$ cat src/rtl/rng_pkg.sv
// Shared definitions for the RNG source and its die-roll post-processor:
// FSM state encoding and the default random word width.
package rng_pkg;

  localparam int RNG_DATA_W_DEF = 7;
  localparam int RNG_DIV_W      = 8;

  localparam logic [1:0] ST_IDLE_ENC    = 2'd0;
  localparam logic [1:0] ST_COLLECT_ENC = 2'd1;
  localparam logic [1:0] ST_VALID_ENC   = 2'd2;

  typedef enum logic [1:0] {
    IDLE    = ST_IDLE_ENC,
    COLLECT = ST_COLLECT_ENC,
    VALID   = ST_VALID_ENC
  } rng_state_t;

endpackage

$ cat src/rtl/rng_source_sync_2ff.sv
// Two-flop synchronizer for a single asynchronous bit; both flops reset to 0.
module sync_2ff (
  input  logic i_clk,
  input  logic i_reset_n,
  input  logic i_d,
  output logic o_q
);

  logic r_meta;
  logic r_sync;

  // First flop may go metastable; second flop gives it a full cycle to settle.
  always_ff @(posedge i_clk or negedge i_reset_n) begin
    if (!i_reset_n) begin
      r_meta <= 1'b0;
      r_sync <= 1'b0;
    end else begin
      r_meta <= i_d;
      r_sync <= r_meta;
    end
  end

  assign o_q = r_sync;

endmodule

$ cat src/rtl/rng_source.sv
// Entropy collector: samples a synchronized oscillator bit every SAMPLE_DIV
// cycles and assembles DATA_W accepted bits into a word (first bit ends in
// the MSB). The consumer drives i_stop low to request a word and high to
// release it or abort a collection.
// Optional macro RNG_VON_NEUMANN_EN: strobes are taken in pairs and debiased
// (10 -> 1, 01 -> 0, 00/11 dropped).
module rng_source
  import rng_pkg::*;
#(
  parameter int DATA_W     = RNG_DATA_W_DEF,
  parameter int SAMPLE_DIV = 4
) (
  input  logic              i_clk,
  input  logic              i_reset_n,
  input  logic              i_stop,
  input  logic              i_entropy,
  output logic [DATA_W-1:0] o_randomData,
  output logic              o_valid
);

  localparam int                   CNT_W    = $clog2(DATA_W + 1);
  localparam logic [RNG_DIV_W-1:0] DIV_LAST = RNG_DIV_W'(SAMPLE_DIV - 1);
  localparam logic [CNT_W-1:0]     CNT_LAST = CNT_W'(DATA_W - 1);

  rng_state_t           r_state;
  rng_state_t           w_state_nxt;
  logic                 w_sync;
  logic [RNG_DIV_W-1:0] r_div;
  logic [CNT_W-1:0]     r_cnt;
  logic [DATA_W-2:0]    r_shift;
  logic [DATA_W-1:0]    r_data;
  logic                 r_valid;
  logic                 w_strobe;
  logic                 w_accept;
  logic                 w_take;
  logic                 w_bit;
  logic                 w_last;
  logic [DATA_W-1:0]    w_word;

  sync_2ff u_sync (
    .i_clk     (i_clk),
    .i_reset_n (i_reset_n),
    .i_d       (i_entropy),
    .o_q       (w_sync)
  );

  // One strobe per SAMPLE_DIV cycles, counted from COLLECT entry.
  assign w_strobe = (r_state == COLLECT) && (r_div == DIV_LAST);

`ifdef RNG_VON_NEUMANN_EN
  logic r_phase;
  logic r_first;

  // Pair tracker: phase 0 captures the first bit, phase 1 completes the pair.
  always_ff @(posedge i_clk or negedge i_reset_n) begin
    if (!i_reset_n) begin
      r_phase <= 1'b0;
      r_first <= 1'b0;
    end else if (r_state != COLLECT) begin
      r_phase <= 1'b0;
      r_first <= 1'b0;
    end else if (w_strobe && !i_stop) begin
      r_phase <= ~r_phase;
      if (!r_phase) begin
        r_first <= w_sync;
      end
    end
  end

  // Unequal pair yields its first bit; equal pairs carry no information.
  assign w_accept = w_strobe && r_phase && (r_first != w_sync);
  assign w_bit    = r_first;
`else
  assign w_accept = w_strobe;
  assign w_bit    = w_sync;
`endif

  // An abort in the same cycle as a strobe wins: nothing is accepted.
  assign w_take = w_accept && !i_stop;
  assign w_last = w_take && (r_cnt == CNT_LAST);
  assign w_word = {r_shift, w_bit};

  // State register.
  always_ff @(posedge i_clk or negedge i_reset_n) begin
    if (!i_reset_n) begin
      r_state <= IDLE;
    end else begin
      r_state <= w_state_nxt;
    end
  end

  // Next-state logic; i_stop has priority over word completion.
  always_comb begin
    w_state_nxt = r_state;
    case (r_state)
      IDLE: begin
        if (!i_stop) begin
          w_state_nxt = COLLECT;
        end
      end
      COLLECT: begin
        if (i_stop) begin
          w_state_nxt = IDLE;
        end else if (w_last) begin
          w_state_nxt = VALID;
        end
      end
      VALID: begin
        if (i_stop) begin
          w_state_nxt = IDLE;
        end
      end
      default: w_state_nxt = IDLE;
    endcase
  end

  // Sample divider: free-runs only in COLLECT, held at zero otherwise.
  always_ff @(posedge i_clk or negedge i_reset_n) begin
    if (!i_reset_n) begin
      r_div <= '0;
    end else if (r_state != COLLECT) begin
      r_div <= '0;
    end else if (w_strobe) begin
      r_div <= '0;
    end else begin
      r_div <= r_div + RNG_DIV_W'(1);
    end
  end

  // Bit count and partial word; any exit from COLLECT discards them.
  always_ff @(posedge i_clk or negedge i_reset_n) begin
    if (!i_reset_n) begin
      r_cnt   <= '0;
      r_shift <= '0;
    end else if (r_state != COLLECT) begin
      r_cnt   <= '0;
      r_shift <= '0;
    end else if (w_take) begin
      r_cnt   <= r_cnt + CNT_W'(1);
      r_shift <= w_word[DATA_W-2:0];
    end
  end

  // Output word loads only on completion, so it stays frozen while valid
  // and keeps its last value after release or abort.
  always_ff @(posedge i_clk or negedge i_reset_n) begin
    if (!i_reset_n) begin
      r_data  <= '0;
      r_valid <= 1'b0;
    end else begin
      r_valid <= (w_state_nxt == VALID);
      if (w_last) begin
        r_data <= w_word;
      end
    end
  end

  assign o_randomData = r_data;
  assign o_valid      = r_valid;

endmodule

$ cat config.mk
export PLATFORM = sky130hd
export DESIGN_NAME = rng_source
export DESIGN_NICKNAME = d
export VERILOG_FILES = /design/src/rtl/rng_pkg.sv /design/src/rtl/rng_source_sync_2ff.sv /design/src/rtl/rng_source.sv
export SDC_FILE = /design/constraint.sdc
export NUM_CORES = 1
export LEC_CHECK = 0
export CAP_MARGIN = 5
export CORE_MARGIN = 3
export CORE_UTILIZATION = 58
export CTS_BUF_LIST = sky130_fd_sc_hd__clkbuf_4 sky130_fd_sc_hd__clkbuf_8
export DETAILED_ROUTE_END_ITERATION = 10
export PLACE_DENSITY = 0.92
export SLEW_MARGIN = 40
export SYNTH_ARGS = -nofsm -noshare
export SYNTH_HDL_FRONTEND = slang
export SYNTH_HIERARCHICAL = 1
export SYNTH_SLANG_ARGS = --single-unit
$ cat constraint.sdc
create_clock -name i_clk -period 2.7 [get_ports i_clk]
set_clock_uncertainty 0.15 [all_clocks]
set_input_delay 0.81 -clock i_clk [delete_from_list [all_inputs] [get_ports i_clk]]
set_output_delay 0.81 -clock i_clk [all_outputs]
set_load 0.02 [all_outputs]
# Word level (Yosys, flattened, before mapping)
# Index checks and enable logic that the tools add are counted.
# Widths: inputs -> output; s select.
# word_totals
register_bits,29
latchBits,0
ram_bits,0
romBits,0
in_bits,4
out_inout_bits,8
elab_cells,33
mem_count,0
# op_classes
n_addsub,2
n_mul,0
div,0
n_lt_le_gt_ge,0
n_eq_ne,6
n_shift,0
muxes,11
bitwise_logic,0
n_reduce_logical,6
# ops
op,count
$mux 8,2
$mux 6,2
$add 8x1->8 const B,1
$eq 8x2->1 const B,1
$mux 2,4
$mux 3,2
$pmux 2 s3,1
$eq 2x2->1 const B,2
$add 3x1->3 const B,1
$eq 3x3->1 const B,1
$logic_and 1x1->1,3
$eq 2x1->1 const B,1
$logic_not 2->1,1
$ne 2x1->1 const B,1
$reduce_bool 2->1,1
$logic_not 1->1,1

# Depth between registers and ports, before layout
# Gate-level depths: netlist (run 1).
# logic_depth
ltp_word,8
depth_mapped,5
ltp_nobuf,5

# Hierarchy
# The synthesis (run 1) kept the hierarchy.
# by_module_without_submodules
mod,instances,cells_each,area_per_inst_um2,seq_area_each_um2
rng_source,1,110,1223.7,675.6
sync_2ff,1,2,50.0,50.0

# Least setup slack after synthesis (run 1)
# OpenSTA, ideal clock, no wires.
# synth_path
path_kind,flip-flop to flip-flop
from,reg r_div[0]
to,"reg r_data[0], in the netlist o_randomData[0]"
setup_time_ps,125
t_arrival_ps,1907
required_time_ps,2425
setup_slack_ps,518
path_stages_with_launch,5
n_path_buf,0
synth_period_minus_slack_ps,2182
path_cell_list,dfrtp_1 > ha_1 > or4b_4 > nor4_4 > mux2_2
# synth_via
elab_chain_cells,4
# synth_rtl
item,line_no,source
"start, declared",rng_source.sv:28,logic [RNG_DIV_W-1:0] r_div;
"start signal, assigned",rng_source.sv:126,r_div <= r_div + RNG_DIV_W'(1);
$eq 8x2->1,rng_source.sv:48,assign w_strobe = (r_state == COLLECT) && (r_div == DIV_LAST);
$logic_and 1x1->1,rng_source.sv:48,
$logic_and 1x1->1,rng_source.sv:79,assign w_take = w_accept && !i_stop;
$logic_and 1x1->1,rng_source.sv:80,assign w_last = w_take && (r_cnt == CNT_LAST);
"end signal, assigned",rng_source.sv:153,r_data <= w_word;
"end, declared",rng_source.sv:31,logic [DATA_W-1:0] r_data;
# Every way passes these cells.
# A chain may end at the register's enable or synchronous reset.

# Worst setup path in the final report (run 1)
# layout_path
from,reg r_div[0]
to,"reg r_data[3], in the netlist o_randomData[3]"
# The elaborated chain is that of the path after synthesis.

==> results of run 1 <==
==> kinds of logic after synthesis <==
group,share of synthesized area (%)
muxes,6.19
DFF,57.0
AOI/OAI and AO/OA,11.4
and+or+nand+nor,17.7
buffers and inverters,2.75
adders and majority gates,2.95
xor gates and xnor gates,2.06
==> critical path, cell delays in order (launching register included) <==
cell     delay (ns)
dfrtp_1        0.42
ha_1           0.28
or4b_4         0.59
nor4_4         0.27
buf_4          0.20
mux2_2         0.35
==> worst paths after layout <==
| check | from | to | slack, ns | cells past startpoint |
|---|---|---|---|---|
| worst max-delay path | r_div[0] | o_randomData[3] | 0.33 | 5 |
| worst min register to register | u_sync/r_meta | u_sync/o_q | 0.20 | 0 |
| min in group asynchronous | i_reset_n | r_shift[5] | 0.69 | 2 |
| worst min-delay path | u_sync/r_meta | u_sync/o_q | 0.20 | 0 |
| worst max register to register | r_div[0] | o_randomData[3] | 0.33 | 5 |
| max in group asynchronous | i_reset_n | o_randomData[3] | 1.43 | 2 |
==> power groups by stage <==
stage / registers [mW] / clock network (mW) / logic, mW
2_1_floorplan: 0.456 / 0 / 0.0349
3_3_place_gp: 0.459 / 0 / 0.0565
3_5_place_dp: 0.460 / 0 / 0.0594
4_1_cts: 0.451 / 0.390 / 0.0607
5_1_grt: 0.453 / 0.411 / 0.0679
6_report: 0.451 / 0.382 / 0.0600
==> cells in the final DEF, fill, tap and decap left out, types with 3 or more instances in the layout <==
cell type and n:
ha_1 3, clkbuf_4 6, nor2_1 5, nand4_1 8
inv_1 4, o21ai_0 11, mux2_2 7, buf_4 5
a21oi_1 12, clkdlybuf4s50_1 11, nor3_1 3, nand3_1 4
or3_1 5, dfrtp_1 29
==> metrics by stage <==
step | instance area [sq um] | hold slack (ns) | utilization [%] | setup slack [ns] | instances
global route | 1530 | 0.229 | 75.6 | 0.226 | 159
CTS | 1530 | 0.206 | 75.6 | 0.337 | 159
detailed placement | 1440 | 0.185 | 71.2 | 0.139 | 151
finish | 1530 | 0.204 | 75.6 | 0.329 | 159
floorplan | 1270 | 0.181 | - | 0.518 | 112
global placement | 1440 | 0.185 | 71.2 | 0.219 | 151
==> cell type report <==
class                      count  area (sq um)  share of cell area, %
multi-input combinational     74           513                   33.6
timing repair buffer          16           148                   9.66
clock buffer                   7          58.8                   3.85
sequential                    29           726                   47.5
inverter                       5          18.8                   1.23
clock inverter                 1          30.0                   1.97
tap                           27          33.8                   2.21
==> registers in the layout, indices dropped and copies added (netlist names) <==
name and count:
o_randomData 7, r_shift 6, r_cnt 3, u_sync/o_q 1
o_valid 1, u_sync/r_meta 1, r_state 2, r_div 8
==> per-layer routing <==
metal / global-route usage (%) / part of all wire (%) / vias up / routed length, um
li1: - / - / 447 / -
met1: 28.2 / 43 / 490 / 1080
met2: 37.0 / 49 / 26 / 1220
met3: 7.04 / 6.3 / 7 / 159
met4: 16.6 / 2.1 / 0 / 53
met5: 0 / 0 / - / 0
==> results.txt, run 1 <==
The average routed wire per standard cell came out at 15.8 um. The first detailed-routing pass took 4 iterations. The highest net fanout along the worst path is 13.

In this run the tool buffered the top-level ports with 11 buffer cells. The final layout net count is 138. The global placement routability congestion is 0.746.

The wire length after detailed routing is 2510 um. The number of buffers inserted by hold repair at cts is 0. In the final layout, the share of cells above drive strength 1 is 17.4%. TritonCTS built the clock tree.

STA classifies the critical path startpoint as a flip-flop. The net switching power came out at 0.199 mW. The total of max-cap violations came out at 0. The initial antenna violation count is 0. CTS placed an instance of clkbuf_4 at the clock tree root. The time the worst path needs with I/O delays and setup came out at 2.37 ns. The clock network fraction of design power came out at 42.8%. In this run the mean area of a mapped cell was 11.4 sq um.

The clock tree buffer depth came out at 2. The count of instances resized after the clock tree is built came out at 0. The count of fill cells added during filler insertion is 126. The leading area contributor after synthesis is dfrtp_1. The clock latency of the later-clocked register in the worst-skew pair is 0.34 ns.

After legalization and detailed placement, the total HPWL measured 1700 um. The area of the die is 2790 sq um. By area the synthesized netlist is led by dfrtp_1 (57%), mux2_2 (6.2%), a21oi_1 (4.7%). The final number of max-transition violations is 0.

The remaining max-slew budget at the tightest pin came out at 48.7%. In the synthesized netlist the dominant register cell turns out to be dfrtp_1. The detail route stage leaves a number of antenna-violating nets equal to 0. The min-delay analysis places its worst path in the category flip-flop to flip-flop. The number of unique standard cell types used by synthesis came out at 27.

The post-synth net total is 119. The count of buffers added by post-CTS timing repair for setup came out at 0. The warning count from the yosys run is 6.

In the synthesized netlist, the cells that appear most often are dfrtp_1 (29), a21oi_1 (12), o21ai_0 (11). STA classifies the critical path endpoint as a flip-flop. Setup repair after global routing left no endpoint under its margin. The floorplan row count is 16.

The sequential power share is 50.5%. The cell-internal power came out at 0.694 mW. The via count of the first global-routing pass came out at 1031.

The post-synthesis cell area is 1270 sq um. The required time of the critical path came out at 2.77 ns. In this run the static leakage power is 0.662 nW. The die outline width came out at 52.9 um.

The type of the setup path with the least slack is flip-flop to flip-flop. The post-synthesis async set-or-reset flop share came out at 100%. The maximum number of pins on one net before global-route repair is 30. The data arrival time of the critical path is 2.44 ns. The total routing usage reported by global routing came out at 23.9%. The gate count of the mapped netlist is 112. Yosys mapped a number of flops with a built-in enable equal to 0. The sequential share of the synthesized area came out at 57.0%.

The number of design-rule violations left by the first detailed-router iteration is 30. Power spread over the standard cell area amounts to 585 nW/um^2. The first-pass GRT wire length came out at 4660 um. In this run the number of H-tree levels came out at 2. The peak supply drop came out at 0.000444 V.

The total via count in the routed design came out at 970. The final worst-path cycle share came out at 87.8%. The number of buffers created by CTS came out at 5. The final global-route overflow total is 0. The die height came out at 52.9 um. The diode insertion count for antenna repair is 0. The most used standard cell by instance count after synthesis is dfrtp_1. The combinational share of power is 6.7%. The clock slew at the register clock pins of the worst setup and hold paths is 0.09 ns.

After detailed routing, the number of vias per cell comes to 6.10. The maximum clock frequency is 422 MHz. The number of hold violations in the final report is 0.

Of the total power, the share spent switching nets is 22.2%. After synthesis the netlist holds a flip-flop and latch count of 29. Setup violations remaining at the end of the flow were counted as 0. The detailed-route DRC error count came out at 0. The run finished with clean final reports. From synthesis to final layout, the design area changed by 19.9%. The share of the synthesized area in the top cell type is 57.0%.

The final total negative setup slack is 0 ns. The transition time at the pin with the least slew margin came out at 0.768 ns. The number of clock sinks came out at 29. The total chip power is 0.893 mW. Once the floorplan was initialized, standard cells occupied 63.0% of the core. 12 I/O pins were placed. The core area is 2020 sq um.
Power figures use the tool's default switching activity.
==> run 2: changes to the inputs <==
--- a/config.mk
+++ b/config.mk
@@ -7,10 +7,10 @@
 export LEC_CHECK = 0
 export CAP_MARGIN = 5
 export CORE_MARGIN = 3
-export CORE_UTILIZATION = 58
+export CORE_UTILIZATION = 52
 export CTS_BUF_LIST = sky130_fd_sc_hd__clkbuf_4 sky130_fd_sc_hd__clkbuf_8
 export DETAILED_ROUTE_END_ITERATION = 10
-export PLACE_DENSITY = 0.92
+export PLACE_DENSITY = 0.87
 export SLEW_MARGIN = 40
 export SYNTH_ARGS = -nofsm -noshare
 export SYNTH_HDL_FRONTEND = slang
==> constraint.sdc (replaced) <==
create_clock -name i_clk -period 2.1 [get_ports i_clk]
set_clock_uncertainty 0.15 [all_clocks]
set_input_delay 0.63 -clock i_clk [delete_from_list [all_inputs] [get_ports i_clk]]
set_output_delay 0.63 -clock i_clk [all_outputs]
set_load 0.02 [all_outputs]
==> run 2 against run 1 <==
  * The run now ends with setup timing left
  * Routed wire length rose by 22%
  * Sequential share of layout area fell by 4.2 points
  * Register-to-register slack worse by 0.35 ns
  * Non-clock buffer count increased by 14
  * Total power grew 33%
  * Design area rose by 9.6%
  * Global-route usage shrank 2.9 points
  * Combinational power increased by 93%
  * Utilization is 2.0 points lower
  * Final cell count increased by 9.4%
==> results.txt, run 2 (synthesized netlist as in run 1, its figures left out) <==
The required time of the critical path is 2.17 ns. STA classifies the critical path endpoint as a flip-flop. For this design the static power due to leakage is 0.825 nW. The initial standard-cell utilization of the core is 56.0%.

The smallest setup slack after layout is -0.0204 ns. The total power divided by cell area is 709 nW/um^2. The top-level I/O count came out at 12. The remaining max-slew budget at the tightest pin came out at 75.4%.

Leaving out fill and tap cells, the most frequent cell in the layout is dfrtp_1. The worst min-delay path class is flip-flop to flip-flop. The number of nets with antenna violations after detailed routing is 0. The clock drives 29 sinks.

Setup repair after global routing could not meet its margin everywhere. The total via count in the routed design came out at 1044. The final cell count without fillers came out at 174. In the layout the commonest cells are dfrtp_1 (29), buf_4 (18), a21oi_1 (12).

The H-tree generated during clock tree synthesis spans 2 levels. The final layout net count is 152. After the first detailed-routing iteration, the DRC count stood at 53. The flip-flop count of the largest register after layout is 8. The first detailed-routing pass took 4 iterations. The time the worst path needs with I/O delays and setup is 2.12 ns. In this run the tool buffered the top-level ports with 11 buffer cells. From left edge to right edge, the die measures 55.5 um. The startpoint class of the critical path is a flip-flop. The area added between synthesis and finish is 31.4%. In the final layout, the multi-input gates occupy 542 sq um.

The via count of the first global-routing pass is 1088. Entering global routing, the biggest net connects 30 pins. The first-pass GRT wire length is 4930 um. The transition time at the pin with the least slew margin is 0.369 ns. After layout, the worst path uses 101% of the clock period.

The core utilization of the finished layout is 73.6%. The number of hold violations in the final report came out at 0. In the routed layout, each cell is associated on average with a via count of 6.00. The cell sitting at the root of the clock tree is a clkbuf_4. The worst slack on hold paths is 0.216 ns.

The post-placement cell count is 161. The area of the die came out at 3080 sq um. In this run the worst path has a maximum fanout of 7.

The maximum clock frequency came out at 472 MHz. The detailed-route DRC error count is 0. The checks that failed: setup timing. The number of failing setup endpoints in the final timing report came out at 6. The floorplan row count is 17. The critical path is of the flip-flop to flip-flop type. Prior to clock tree synthesis, the placed netlist has a worst setup slack of -0.239 ns. The number of buffers created by CTS is 5.

IR analysis of the VDD net gives a maximum drop of 0.000716 V. The die height came out at 55.5 um. The count of fill cells added during filler insertion came out at 143. The total of max-cap violations came out at 0. The post-route netlist has 26.0% of its cells at a drive strength greater than 1. The clock tree buffer depth is 2. After floorplanning, the core was sized to cover 2280 sq um. The run finished, with violations left.

The initial antenna violation count is 0. TritonCTS built the clock tree. The clock latency of the later-clocked register in the worst-skew pair is 0.33 ns. The final global-route overflow total is 0. The diode insertion count for antenna repair is 0. The final number of max-transition violations is 0. In the final layout, flip-flops and latches occupy 726 sq um.

More flip-flops sit in one register than any other, and that register is r_div. The average routed wire per standard cell is 17.6 um. Global routing used 20.9% of the available tracks across all layers. Once detailed placement completed, the half-perimeter wirelength came to 1940 um.

The global placement routability congestion is 0.794. The wire length after detailed routing is 3070 um. The clock slew at the register clock pins of the worst setup and hold paths came out at 0.09 ns. The data arrival time of the critical path is 2.19 ns.
-- run 2: layer usage --
layer	global-route usage, %	up-vias	part of all wire [%]
met4	12.8	0	3.5
met2	36.3	36	53
met1	23.2	519	39
li1	-	477	-
met3	4.44	12	5.0
met5	0	-	0
-- run 2: final cells by class --
type	count	area share [%]
clock inverters	1	1.79
multi-input cells	74	32.4
clock buffers	7	3.51
repair buffers	30	15.8
inverters	5	1.12
well taps	28	2.09
flip-flops and latches	29	43.3
-- run 2: power by group --
group	switching, mW	internal (mW)	leakage, nW
clock	0.198	0.297	0.0489
combinational	0.0636	0.0522	0.380
sequential	0.00776	0.569	0.396
total	0.269	0.918	0.825
-- run 2: timing repair --
item	in CTS	in global routing
setup endpoints to repair	10	14
pin swaps	2	2
hold buffers	0	0
gates cloned	0	0
buffers inserted	2	3
gates resized for setup	5	9
-- run 2: path summary, 6_finish.rpt --
path                               start              end  slack (ns)  depth (start not counted)
max                             r_div[0]  o_randomData[4]       -0.02                          5
min                        u_sync/r_meta       u_sync/o_q        0.22                          0
max reg2reg                     r_div[0]  o_randomData[4]       -0.02                          5
min reg2reg                u_sync/r_meta       u_sync/o_q        0.22                          0
max in group asynchronous      i_reset_n         r_div[4]        0.99                          2
min in group asynchronous      i_reset_n  o_randomData[6]        0.52                          2
-- run 2: critical path: stages, from the launching register on --
cell	delay (ns)
dfrtp_1	0.38
ha_2	0.19
or4b_4	0.48
nor4_4	0.30
buf_6	0.20
mux2_4	0.32
-- run 2: per-stage QoR --
stage / instance area, sq um / power [mW] / TNS (ns)
floorplan: 1280 / 0.632 / -0.474
finish: 1670 / 1.19 / -0.0392
global route: 1670 / 1.24 / -0.246
CTS: 1620 / 1.19 / -0.124
global placement: 1510 / 0.679 / -1.93
detailed placement: 1510 / 0.685 / -2.67
==> run 3: changes to the inputs <==
--- a/config.mk
+++ b/config.mk
@@ -11,6 +11,7 @@
 export CTS_BUF_LIST = sky130_fd_sc_hd__clkbuf_4 sky130_fd_sc_hd__clkbuf_8
 export DETAILED_ROUTE_END_ITERATION = 10
 export PLACE_DENSITY = 0.87
+export SETUP_SLACK_MARGIN = 0.05
 export SLEW_MARGIN = 40
 export SYNTH_ARGS = -nofsm -noshare
 export SYNTH_HDL_FRONTEND = slang
==> run 3 against run 2 <==
  * The run still ends with setup timing left
  * Sequential power barely moved
  * Worst hold slack improved by 0.0047 ns
  * Die area did not move
  * Routed wire length fell by 2.4%
  * Maximum frequency fell by 0.12%
  * Clock power barely moved
  * Utilization fell by 0.60 points
  * Total power rose by 0.27%
  * Non-clock buffer count did not move
  * Design area fell by 0.82%
==> results.txt, run 3 (synthesized netlist as in run 1, its figures left out) <==
In the routed design, unresolved DRC markers number 0. The number of hold violations in the final report was 0. The initial standard-cell utilization of the core came out at 56.0%. The diode insertion count for antenna repair is 0. The final global-route overflow total is 0.

The data arrival time of the critical path is 2.19 ns. The maximum clock frequency came out at 471 MHz. The time the worst path needs with I/O delays and setup came out at 2.12 ns. The remaining max-slew budget at the tightest pin is 75.4%. The fraction of final layout cells sized beyond drive strength 1 came out at 26.0%.

The peak supply drop is 0.000716 V. The clock latency of the later-clocked register in the worst-skew pair is 0.33 ns. The run finished, with violations left. The first-pass GRT wire length came out at 4950 um.

The required time of the critical path came out at 2.17 ns. The number of cell instances on the worst register-to-register path came out at 5. Relative to the synthesized area, the layout overhead comes to 30.4%. Leaving out fill and tap cells, the most frequent cells in the layout are dfrtp_1 (29), buf_4 (18), a21oi_1 (12). The clock slew at the register clock pins of the worst setup and hold paths came out at 0.10 ns.

The critical path's largest stage delay came out at 0.48 ns. In this run the vertical extent of the chip is 55.5 um. The transition time at the pin with the least slew margin is 0.369 ns. The total routing usage reported by global routing came out at 21.0%.

The final layout net count came out at 152. The top-level I/O count came out at 12. The average routed wire per standard cell came out at 17.2 um.

The slowest cell on the critical path is or4b_4. The number of H-tree levels is 2. The smallest setup slack after layout came out at -0.0230 ns.

The initialized floorplan defines 17 standard-cell rows. The final total negative setup slack came out at -0.0406 ns. The switching portion of total power came out at 22.9%. Leaving out fill and tap cells, the most frequent cell in the layout is dfrtp_1. Prior to clock tree synthesis, the placed netlist has a worst setup slack of -0.239 ns. The final number of max-transition violations came to 0. Entering global routing, the biggest net connects 30 pins.

The total chip power is 1.19 mW. The sequential power share is 48.5%. The checks that failed: setup timing.

The number of design-rule violations left by the first detailed-router iteration is 35. Summed over all cells, the static leakage comes to 0.793 nW. The core region is 2280 sq um. The hold path depth came out at 0. The net switching power is 0.272 mW.

The initial antenna violation count came out at 0. The detail-routed via count per cell came out at 5.95. Clock tree synthesis selected as its root buffer the cell clkbuf_4.

The worst min-delay path class is flip-flop to flip-flop. The wire length after detailed routing is 2990 um. Power spread over the standard cell area amounts to 717 nW/um^2.

The clock tree from TritonCTS is built. The setup path with the least slack is of type flip-flop to flip-flop. The worst setup path is launched from a flip-flop.

r_div holds more flip-flops than any other register. The combinational share of power is 9.7%. Including well taps, the total number of placed cells is 161. The number of failing setup endpoints in the final timing report came out at 7. The clock network fraction of design power is 41.8%. The highest net fanout along the worst path came out at 7. The via count of the first global-routing pass is 1090. The worst path uses 101% of the clock period. STA classifies the critical path endpoint as a flip-flop. The count of nets left with antenna violations once routing finished came out at 0. The area of the die is 3080 sq um. Internal power comes to 0.918 mW. The tree built by TritonCTS fans out to 29 sinks. For this run, the number of standard cells in the final layout without fillers is 174. The iteration count of the initial detailed-routing pass came out at 4. At the end of routability-driven placement, the weighted congestion stood at 0.794.

The total via count in the routed design is 1036. Setup repair after global routing could not meet its margin everywhere. The clock tree buffer depth came out at 2.

The die outline width is 55.5 um. The total of max-cap violations came out at 0. The flip-flop count of the largest register after layout is 8.

The detailed-placement wirelength estimate came out at 1940 um. The count of buffers added on input and output ports is 11. Counting the buffers created by CTS gives 5. The critical path goes through ha_2, or4b_4, nor4_4, buf_6, mux2_4.
run 3: changes by cell type in the layout (fill, tap and decap cells not counted), sizes merged:
cell / change
dlygate4sd2: +5
clkdlybuf4s50: -2
dlymetal6s2s: -3
run 3: path summary, 6_finish.rpt:
path,end,slack (ns),startpoint
max reg2reg,o_randomData[4],-0.02,r_div[0]
max,o_randomData[4],-0.02,r_div[0]
max in group asynchronous,r_div[7],0.99,i_reset_n
min reg2reg,u_sync/o_q,0.22,u_sync/r_meta
min,u_sync/o_q,0.22,u_sync/r_meta
min in group asynchronous,o_randomData[6],0.52,i_reset_n
run 3: layer usage:
metal  share of wire [%]  global-route usage [%]
met5                   0                       0
met4                 2.6                    12.8
met3                 3.8                    4.44
met2                  54                    36.3
met1                  40                    23.3
run 3: repair_timing:
item | 4_1_cts | 5_1_grt
pin swaps | 2 | 2
resized for setup | 10 | 6
hold buffers | 0 | 0
setup buffers | 2 | 3
endpoints found under the setup margin | 15 | 12
hold endpoints to repair | 0 | 0
run 3: layout make-up:
type | count | area (sq um)
tap | 28 | 35.0
inverter | 5 | 18.8
sequential | 29 | 726
fill | 145 | 616
multi-input combinational | 74 | 542
clock buffer | 7 | 58.8
timing repair buffer | 30 | 250
clock inverter | 1 | 30.0
run 3: worst max-delay path: cells and delay by family (launching register included):
| kind | cells | cell delay (ns) |
|---|---|---|
| fa+ha+maj | 1 | 0.19 |
| buf+inv | 1 | 0.20 |
| flops | 1 | 0.38 |
| mux | 1 | 0.31 |
| simple gates | 2 | 0.78 |
run 3: per-stage QoR:
step	util (%)	instance area, sq um	hold slack (ns)
final	73.0	1660	0.221
after global routing	73.0	1660	0.223
after CTS	71.0	1620	0.221
after detailed placement	66.4	1510	0.198
after global placement	66.4	1510	0.185
after floorplan	-	1280	0.181
run 3: power by group through the flow:
stage / Combinational [mW] / Sequential [mW] / Clock, mW
2_1_floorplan: 0.0454 / 0.586 / 0
3_3_place_gp: 0.0940 / 0.585 / 0
3_5_place_dp: 0.0992 / 0.586 / 0
4_1_cts: 0.107 / 0.576 / 0.503
5_1_grt: 0.129 / 0.577 / 0.529
6_report: 0.115 / 0.577 / 0.498
